## src/rtl/ram_banked.sv

```systemverilog
// ram_banked: banked single-port RAM with self-initialisation.
// After reset the block zeroes every word (all banks in parallel, one local
// address per cycle) while busy is high, then serves one read or write per
// cycle. Reads have one cycle of latency.
// Ports:
//   ck       - clock, all state changes on the rising edge
//   rst      - synchronous active-high reset, restarts initialisation
//   en       - access request
//   wen      - 1 = write, 0 = read (only while en=1)
//   addr     - word address, upper BB bits select the bank
//   din      - write data
//   dout     - registered read data, holds between reads
//   dout_vld - dout carries the read accepted on the previous edge
//   busy     - initialisation in progress, requests ignored
module ram_banked #(
   parameter int unsigned DW = 8,
   parameter int unsigned AW = 6,
   parameter int unsigned BB = 2
) (
   input  logic          ck,
   input  logic          rst,
   input  logic          en,
   input  logic          wen,
   input  logic [AW-1:0] addr,
   input  logic [DW-1:0] din,
   output logic [DW-1:0] dout,
   output logic          dout_vld,
   output logic          busy
);

   localparam int unsigned LW = AW - BB;
   localparam int unsigned LD = 1 << LW;
   localparam int unsigned NB = 1 << BB;
   localparam int unsigned BW = (BB > 0) ? BB : 1;

   typedef enum logic {INIT, RUN} state_t;

   state_t          state, state_nx;
   logic [LW-1:0]   cnt;
   logic [LW-1:0]   loc;
   logic [BW-1:0]   bank;
   logic            init_we, run_we, rd_en;
   logic [DW-1:0]   rd_word [NB];

   assign loc  = addr[LW-1:0];
   // Shift rather than slice so BB=0 collapses to a single bank index of 0.
   assign bank = en ? BW'(addr >> LW) : '0;

   // State register
   always_ff @(posedge ck) begin
      if (rst) state <= INIT;
      else     state <= state_nx;
   end

   // Next-state logic: leave INIT on the edge that clears the last word
   always_comb begin
      state_nx = state;
      case (state)
         INIT:    if (cnt == '1) state_nx = RUN;
         RUN:     state_nx = RUN;
         default: state_nx = INIT;
      endcase
   end

   // Output / strobe decode; nothing is written while rst is sampled
   always_comb begin
      busy    = (state == INIT);
      init_we = (state == INIT) && !rst;
      run_we  = (state == RUN) && en && wen && !rst;
      rd_en   = (state == RUN) && en && !wen && !rst;
   end

   // Initialisation counter parks at its last value once RUN is reached
   always_ff @(posedge ck) begin
      if (rst)
         cnt <= '0;
      else if (state == INIT && cnt != '1)
         cnt <= cnt + 1'b1;
   end

   for (genvar g = 0; g < NB; g++) begin : g_bank
      logic [DW-1:0] mem [LD];
      logic          sel;

      assign sel = (bank == BW'(g));

      always_ff @(posedge ck) begin
         if (init_we)
            mem[cnt] <= '0;
         else if (run_we && sel)
            mem[loc] <= din;
      end

      assign rd_word[g] = mem[loc];
   end

   always_ff @(posedge ck) begin
      if (rst) begin
         dout     <= '0;
         dout_vld <= 1'b0;
      end else begin
         dout_vld <= rd_en;
         if (rd_en) dout <= rd_word[bank];
      end
   end

endmodule

```

## config.mk

```make
export PLATFORM = sky130hd
export DESIGN_NAME = ram_banked
export DESIGN_NICKNAME = d
export VERILOG_FILES = /design/src/rtl/ram_banked.sv
export SDC_FILE = /design/constraint.sdc
export NUM_CORES = 1
export LEC_CHECK = 0
export ABC_CLOCK_PERIOD_IN_PS = 2830
export BUFFER_PORTS_ARGS = -buffer_cell sky130_fd_sc_hd__buf_2
export CAP_MARGIN = 10
export CORE_MARGIN = 8
export CORE_UTILIZATION = 57
export DETAILED_ROUTE_END_ITERATION = 8
export GPL_TIMING_DRIVEN = 0
export PLACE_DENSITY = 0.75
export SLEW_MARGIN = 20
export SYNTH_ARGS = -nofsm -noshare
export SYNTH_HDL_FRONTEND = slang
export SYNTH_SLANG_ARGS = --single-unit
```

## constraint.sdc

```tcl
create_clock -name ck -period 2.83 [get_ports ck]
set_input_delay 0.566 -clock ck [delete_from_list [all_inputs] [get_ports ck]]
set_output_delay 0.566 -clock ck [all_outputs]
set_load 0.01 [all_outputs]
```

# Word-level counts from Yosys, hierarchy flattened
# Memory sizes are Yosys's and may differ from the RTL's.
# Cells that the tools add are included.
# totals
output_inout_bits,10
regBits,14
elab_cells,67
input_bits,18
mem_bits_rw,512
mem_count,4
# mem_list
memory,depth,word_bits,read_ports,rd_ports_with_merged_regs,wr,line,text
g_bank[0].mem,16,8,1,0,1,82,logic [DW-1:0] mem [LD];
g_bank[1].mem,16,8,1,0,1,82,
g_bank[2].mem,16,8,1,0,1,82,
g_bank[3].mem,16,8,1,0,1,82,
# op_classes
muxes,32
reduce_logical,18
add_sub_neg,1
magnitude_cmp,1
n_eq_ne,5
n_bitwise,2
# ops
op,count
8-bit 2-to-1 mux,6
8-bit OR reduction,4
1-bit 2-to-1 mux,19
8-bit binary-select mux with 2-bit select,1
4-bit 2-to-1 mux,4
1-bit logical AND,11
"4-bit by 1-bit adder with 4-bit output, second input constant",1
"2-bit == test, second input constant",2
"4-bit == test, second input constant",1
"4-bit inequality test, second input constant",1
"3-bit greater-or-equal comparator, second input constant",1
2-bit inverter with 3-bit output,1
"2-bit by 1-bit == test with 1-bit output, second input constant",1
1-bit zero test,2
2-bit zero test,1
2-bit 2-to-1 mux,1
1-bit case mux with 2 select lines,1
1-bit inverter,1

# Longest topological paths before layout
# logic_depth
ltp_word,9
ltp_mapped,11
mapped_depth_nobuf,6

# Worst setup path before layout
# OpenSTA, ideal clock, no wires.
# synth_path
kind,input to register
start,input addr[0]
end,"memory g_bank[0].mem[3][0], enable pin"
path_buffers,5
setup_time_ns,0.383
setup_slack_ns,0.164
required_ns,2.447
path_stages,7
arrival_ns,2.282
cell_sequence,buf_2 -> buf_6 -> buf_6 -> buf_6 -> buf_4 -> mux2i_1 -> nor3_1
# synth_via
elab_chain_len,1
# synth_lines
element,line,text
"start, declared",24,"input logic [AW-1:0] addr,"
4-bit 2-to-1 mux (no line),n/a,
"end, declared",82,
# Every way passes these cells.

# Worst setup path in the final report
# layout_path
start,input addr[2]
end,register dout[7]
# layout_via
elab_chain_len,4
word_cells_on_any_way,7
cone_classes,mux: 3; memory: 4
# layout_lines
element,line,text
memory read 16 x 8 bit,n/a,
8-bit binary-select mux with 2-bit select *,103,if (rd_en) dout <= rd_word[bank];
8-bit 2-to-1 mux (implied by the code) * (2 in series),103,
"end signal, assigned",103,
"end, declared",26,"output logic [DW-1:0] dout,"
# Every way passes the cells marked *; elsewhere a longest branch is shown, timed or not. The select of a mux whose other input is x is not followed.
# A chain may end at the register's enable or synchronous reset.

==> metrics.txt <==
# TYPE chip_impl_metric gauge
chip_impl_metric{name="die_y",unit="um"} 209
chip_impl_metric{name="power_frac_seq",unit="%"} 52.7
chip_impl_metric{name="synthCells",unit=""} 1106
chip_impl_metric{name="cts-buffers-inserted",unit=""} 51
chip_impl_metric{name="fp.coreArea",unit="um^2"} 36600
chip_impl_info{name="failed_checks",value="negative setup slack"} 1
chip_impl_metric{name="port_buffers",unit=""} 23
chip_impl_metric{name="die_area",unit="um^2"} 43500
chip_impl_metric{name="pwr_density_cell",unit="nW/um^2"} 678
chip_impl_metric{name="cts.sink_count",unit=""} 526
chip_impl_metric{name="vias",unit=""} 11478
chip_impl_metric{name="crit_arrival",unit="ns"} 3.36
chip_impl_info{name="grt_setup_unrepaired",value="yes"} 1
chip_impl_metric{name="detailedPlacementHpwl",unit="um"} 35500
chip_impl_metric{name="grt.total_usage",unit="%"} 24.8
chip_impl_metric{name="placedCellCount",unit=""} 1599
chip_impl_metric{name="clock-skew-final",unit="ns"} 0.0332
chip_impl_metric{name="postCtsSetupRepairBufs",unit=""} 0
chip_impl_metric{name="layout.filler_cells",unit=""} 2438
chip_impl_metric{name="net-switching-power",unit="mW"} 3.40
chip_impl_metric{name="share_of_synthesized_area_occupied_by_flip_flops_and_latches",unit="%"} 74.0
chip_impl_info{name="worst_setup_path_start_kind",value="input port"} 1
chip_impl_metric{name="fin_util",unit="%"} 65.3
chip_impl_metric{name="final_critical_path_setup_slack",unit="ns"} -0.0888
chip_impl_metric{name="global_route.overflow_total",unit=""} 0
chip_impl_metric{name="layout-drive-gt1-share",unit="%"} 27.5
chip_impl_metric{name="pre_cts_ws",unit="ns"} -1.20
chip_impl_info{name="ys_top_cells_by_area",value="sky130_fd_sc_hd__edfxtp_1, sky130_fd_sc_hd__mux4_2, sky130_fd_sc_hd__mux2i_1"} 1
chip_impl_metric{name="area.sequential",unit="um^2"} 15700
chip_impl_metric{name="finish.instance_area",unit="um^2"} 23900
chip_impl_metric{name="grt_pass1_wl",unit="um"} 78200
chip_impl_metric{name="synth.yosys.warnings",unit=""} 0
chip_impl_metric{name="sw_share",unit="%"} 21.0
chip_impl_info{name="timing.critical_path.to_type",value="flip-flop"} 1
chip_impl_metric{name="power.ir.vdd_worst",unit="V"} 0.000548
chip_impl_metric{name="post_synth_num_cell_types",unit=""} 42
chip_impl_metric{name="routabilityCongestion",unit=""} 1.05
chip_impl_info{name="critical_path_class",value="in -> reg"} 1
chip_impl_metric{name="grt_pass1_vias",unit=""} 11303
chip_impl_metric{name="max-clock-path-buffers",unit=""} 3
chip_impl_metric{name="grt_antenna_before_repair",unit=""} 0
chip_impl_metric{name="intPower",unit="mW"} 12.8
chip_impl_metric{name="post_synth_instance_area",unit="um^2"} 21200
chip_impl_metric{name="worst-slew-pin-transition",unit="ns"} 1.09
chip_impl_metric{name="postSynth.asyncResetShare",unit="%"} 0
chip_impl_info{name="cts_tree",value="yes"} 1
chip_impl_metric{name="multi_input_area",unit="um^2"} 5500
chip_impl_metric{name="grt_max_degree",unit=""} 20
chip_impl_info{name="dominantRegCellSynth",value="sky130_fd_sc_hd__edfxtp_1"} 1
chip_impl_info{name="run_status",value="finished, violations left"} 1
chip_impl_metric{name="place_area",unit="um^2"} 21900
chip_impl_metric{name="synth.net_count",unit=""} 1125
chip_impl_metric{name="number_of_ports_placed_on_the_die_boundary",unit=""} 28
chip_impl_metric{name="vias_per_cell",unit=""} 6.79
chip_impl_metric{name="final_routed_drc_violation_total",unit=""} 0
chip_impl_metric{name="initial_utilization",unit="%"} 57.8
chip_impl_metric{name="edff_count_synth",unit=""} 512
chip_impl_metric{name="clk_transition_reported_paths",unit="ns"} 0.06
chip_impl_metric{name="flip_flop_and_latch_count_after_synthesis",unit=""} 526
chip_impl_metric{name="drtIter0Drc",unit=""} 1330
chip_impl_metric{name="htree_levels",unit=""} 2
chip_impl_metric{name="critical_path_rt",unit="ns"} 3.27
chip_impl_metric{name="instances_no_fill",unit=""} 1690
chip_impl_metric{name="fin_nets",unit=""} 1201
chip_impl_metric{name="overall_routed_net_length",unit="um"} 54200
chip_impl_metric{name="tns",unit="ns"} -2.22
chip_impl_metric{name="synth.top_cell.area_share",unit="%"} 72.7
chip_impl_metric{name="cp_max_fo",unit=""} 10
chip_impl_metric{name="max_cap_violations",unit=""} 0
chip_impl_metric{name="comb_power_share",unit="%"} 4.6
chip_impl_metric{name="cts.hold.buffers_added",unit=""} 0
chip_impl_metric{name="synth.avg_cell_area",unit="um^2"} 19.1
chip_impl_metric{name="power_frac_clock",unit="%"} 42.7
chip_impl_metric{name="setup-violations-final",unit=""} 53
chip_impl_metric{name="die_width",unit="um"} 209
chip_impl_metric{name="maxClockFrequency",unit="MHz"} 343
chip_impl_metric{name="worstSkewPairLatency",unit="ns"} 0.60
chip_impl_metric{name="hold_viol_final",unit=""} 0
chip_impl_metric{name="floorplan.rows",unit=""} 70
chip_impl_metric{name="final_max_slew_viol_count",unit=""} 0
chip_impl_metric{name="static-leakage-power",unit="nW"} 8.61
chip_impl_metric{name="relSlewSlack",unit="%"} 27.0
chip_impl_metric{name="antenna_violating_nets_left",unit=""} 0
chip_impl_metric{name="syn_to_final_growth",unit="%"} 13.0
chip_impl_metric{name="detailedRoute.firstPassIterationCount",unit=""} 5
chip_impl_info{name="worst_hold_path_type",value="reg -> reg"} 1
chip_impl_info{name="yosysTopAreaCell",value="sky130_fd_sc_hd__edfxtp_1"} 1
chip_impl_metric{name="min_period",unit="ns"} 2.92
chip_impl_info{name="clock-root-buffer",value="sky130_fd_sc_hd__clkbuf_16"} 1
chip_impl_metric{name="drt-wirelength-per-cell",unit="um"} 32.1
chip_impl_metric{name="period_share",unit="%"} 103
[final cells by class]
class | instances | share of cell area, %
sequential | 526 | 65.5
inverter | 4 | 0.0628
clock inverter | 29 | 1.35
clock buffer | 63 | 5.71
buffer | 60 | 1.35
antenna | 1 | 0.0105
tap | 468 | 2.45
timing repair buffer | 25 | 0.544
multi-input combinational | 514 | 23.0
[power by group through the flow]
stage | sequential, mW | combinational (mW) | clock [mW]
6_report | 8.53 | 0.747 | 6.93
3_3_place_gp | 8.69 | 0.682 | 0
4_1_cts | 8.53 | 0.707 | 6.94
5_1_grt | 8.53 | 0.769 | 7.22
3_5_place_dp | 8.70 | 0.687 | 0
2_1_floorplan | 8.69 | 0.434 | 0
[routing by layer]
metal / part of all wire [%] / global-route usage, % / up-vias
met5: 0 / 0 / -
met4: 5.0 / 11.6 / 0
met1: 40 / 35.0 / 5956
met2: 46 / 37.2 / 700
met3: 9.7 / 5.30 / 155
li1: - / - / 4667
[critical path: stages]
cell                      delay (ns)
sky130_fd_sc_hd__buf_2          0.27
sky130_fd_sc_hd__buf_2          0.45
sky130_fd_sc_hd__buf_4          0.39
sky130_fd_sc_hd__buf_2          0.45
sky130_fd_sc_hd__mux2i_1        0.29
sky130_fd_sc_hd__o22ai_1        0.15
sky130_fd_sc_hd__o21ai_0        0.61
sky130_fd_sc_hd__nand3_1        0.15
[what timing repair did]
action | 4_1_cts | 5_1_grt
gates resized for setup | 64 | 40
setup endpoints to repair | 497 | 322
gates cloned | 0 | 0
[cells in the final DEF, fill, tap and decap left out, types with 4 or more instances in the layout]
master                      count
sky130_fd_sc_hd__clkinv_2       9
sky130_fd_sc_hd__a21oi_1       23
sky130_fd_sc_hd__buf_4          8
sky130_fd_sc_hd__dfxtp_1       14
sky130_fd_sc_hd__nand4_1       11
sky130_fd_sc_hd__buf_2         42
sky130_fd_sc_hd__nand2b_1       5
sky130_fd_sc_hd__a31oi_1       16
sky130_fd_sc_hd__nor2_1        28
sky130_fd_sc_hd__clkbuf_2       5
sky130_fd_sc_hd__nand3_1       19
sky130_fd_sc_hd__mux2i_1       71
sky130_fd_sc_hd__nand2_1       29
sky130_fd_sc_hd__nor3_1         8
sky130_fd_sc_hd__a22oi_1        4
sky130_fd_sc_hd__clkinv_1       9
sky130_fd_sc_hd__nor2_2        38
sky130_fd_sc_hd__a21oi_2        4
sky130_fd_sc_hd__mux4_2       121
sky130_fd_sc_hd__a211oi_1       5
sky130_fd_sc_hd__nor2_4        20
sky130_fd_sc_hd__o21ai_0        4
sky130_fd_sc_hd__clkbuf_1      31
sky130_fd_sc_hd__nor2b_1       14
sky130_fd_sc_hd__clkbuf_4       4
sky130_fd_sc_hd__nor3_2         4
sky130_fd_sc_hd__clkbuf_16     53
sky130_fd_sc_hd__edfxtp_1     512
sky130_fd_sc_hd__inv_1          4
sky130_fd_sc_hd__and2_1        34
sky130_fd_sc_hd__bufinv_16      7
sky130_fd_sc_hd__mux2_2         6
sky130_fd_sc_hd__o22ai_1       15
[path summary, 6_finish.rpt]
check | from | to | slack (ns) | cells past startpoint
worst max-delay path | addr[2] | dout[7]$_SDFFE_PP0P_ | -0.09 | 8
worst min-delay path | dout[3]$_SDFFE_PP0P_ | dout[3]$_SDFFE_PP0P_ | 0.51 | 2
worst min register to register | dout[3]$_SDFFE_PP0P_ | dout[3]$_SDFFE_PP0P_ | 0.51 | 2
worst max register to register | state$_SDFF_PP0_ | g_bank[2].mem[15][2]$_DFFE_PP_ | -0.04 | 5
[through the flow]
stage	total power, mW	hold WS (ns)
after detailed placement	9.38	0.510
after CTS	16.2	0.498
after floorplan	9.12	0.506
after global placement	9.37	0.513
after global routing	16.5	0.527
final	16.2	0.506
[synthesized netlist by cell type (all sizes together) (2+ instances only)]
| cell | n |
|---|---|
| edfxtp | 512 |
| mux4 | 121 |
| nor2 | 86 |
| mux2i | 72 |
| buf | 35 |
| and2 | 34 |
| a21oi | 29 |
| nand2 | 29 |
| clkbuf | 27 |
| nand3 | 19 |
| a31oi | 16 |
| nor2b | 15 |
| o22ai | 15 |
| dfxtp | 14 |
| nor3 | 12 |
| nand4 | 11 |
| o21ai | 7 |
| mux2 | 6 |
| a211oi | 5 |
| nand2b | 5 |
| a22oi | 4 |
| inv | 4 |
| nor4 | 4 |
| and3 | 3 |
| nand3b | 3 |
| o31ai | 3 |
| a32oi | 2 |
| o211ai | 2 |
| o311ai | 2 |
[cells by family after synthesis]
logic type,share of synthesized area [%]
multiplexers,16.6
AND/OR/NAND/NOR,5.20
flip-flops,74.0
XOR/XNOR,0.0828
buffers and inverters,1.50
adder cells (fa/ha/maj),0.0591
AO/OA/AOI/OAI,2.54
[registers in the layout, indices dropped and copies added, names as in the netlist]
name and count:
dout 8, dout_vld 1, cnt 4, state 1, g_bank.mem 512
Note: power is estimated with default switching activity, not from simulation.
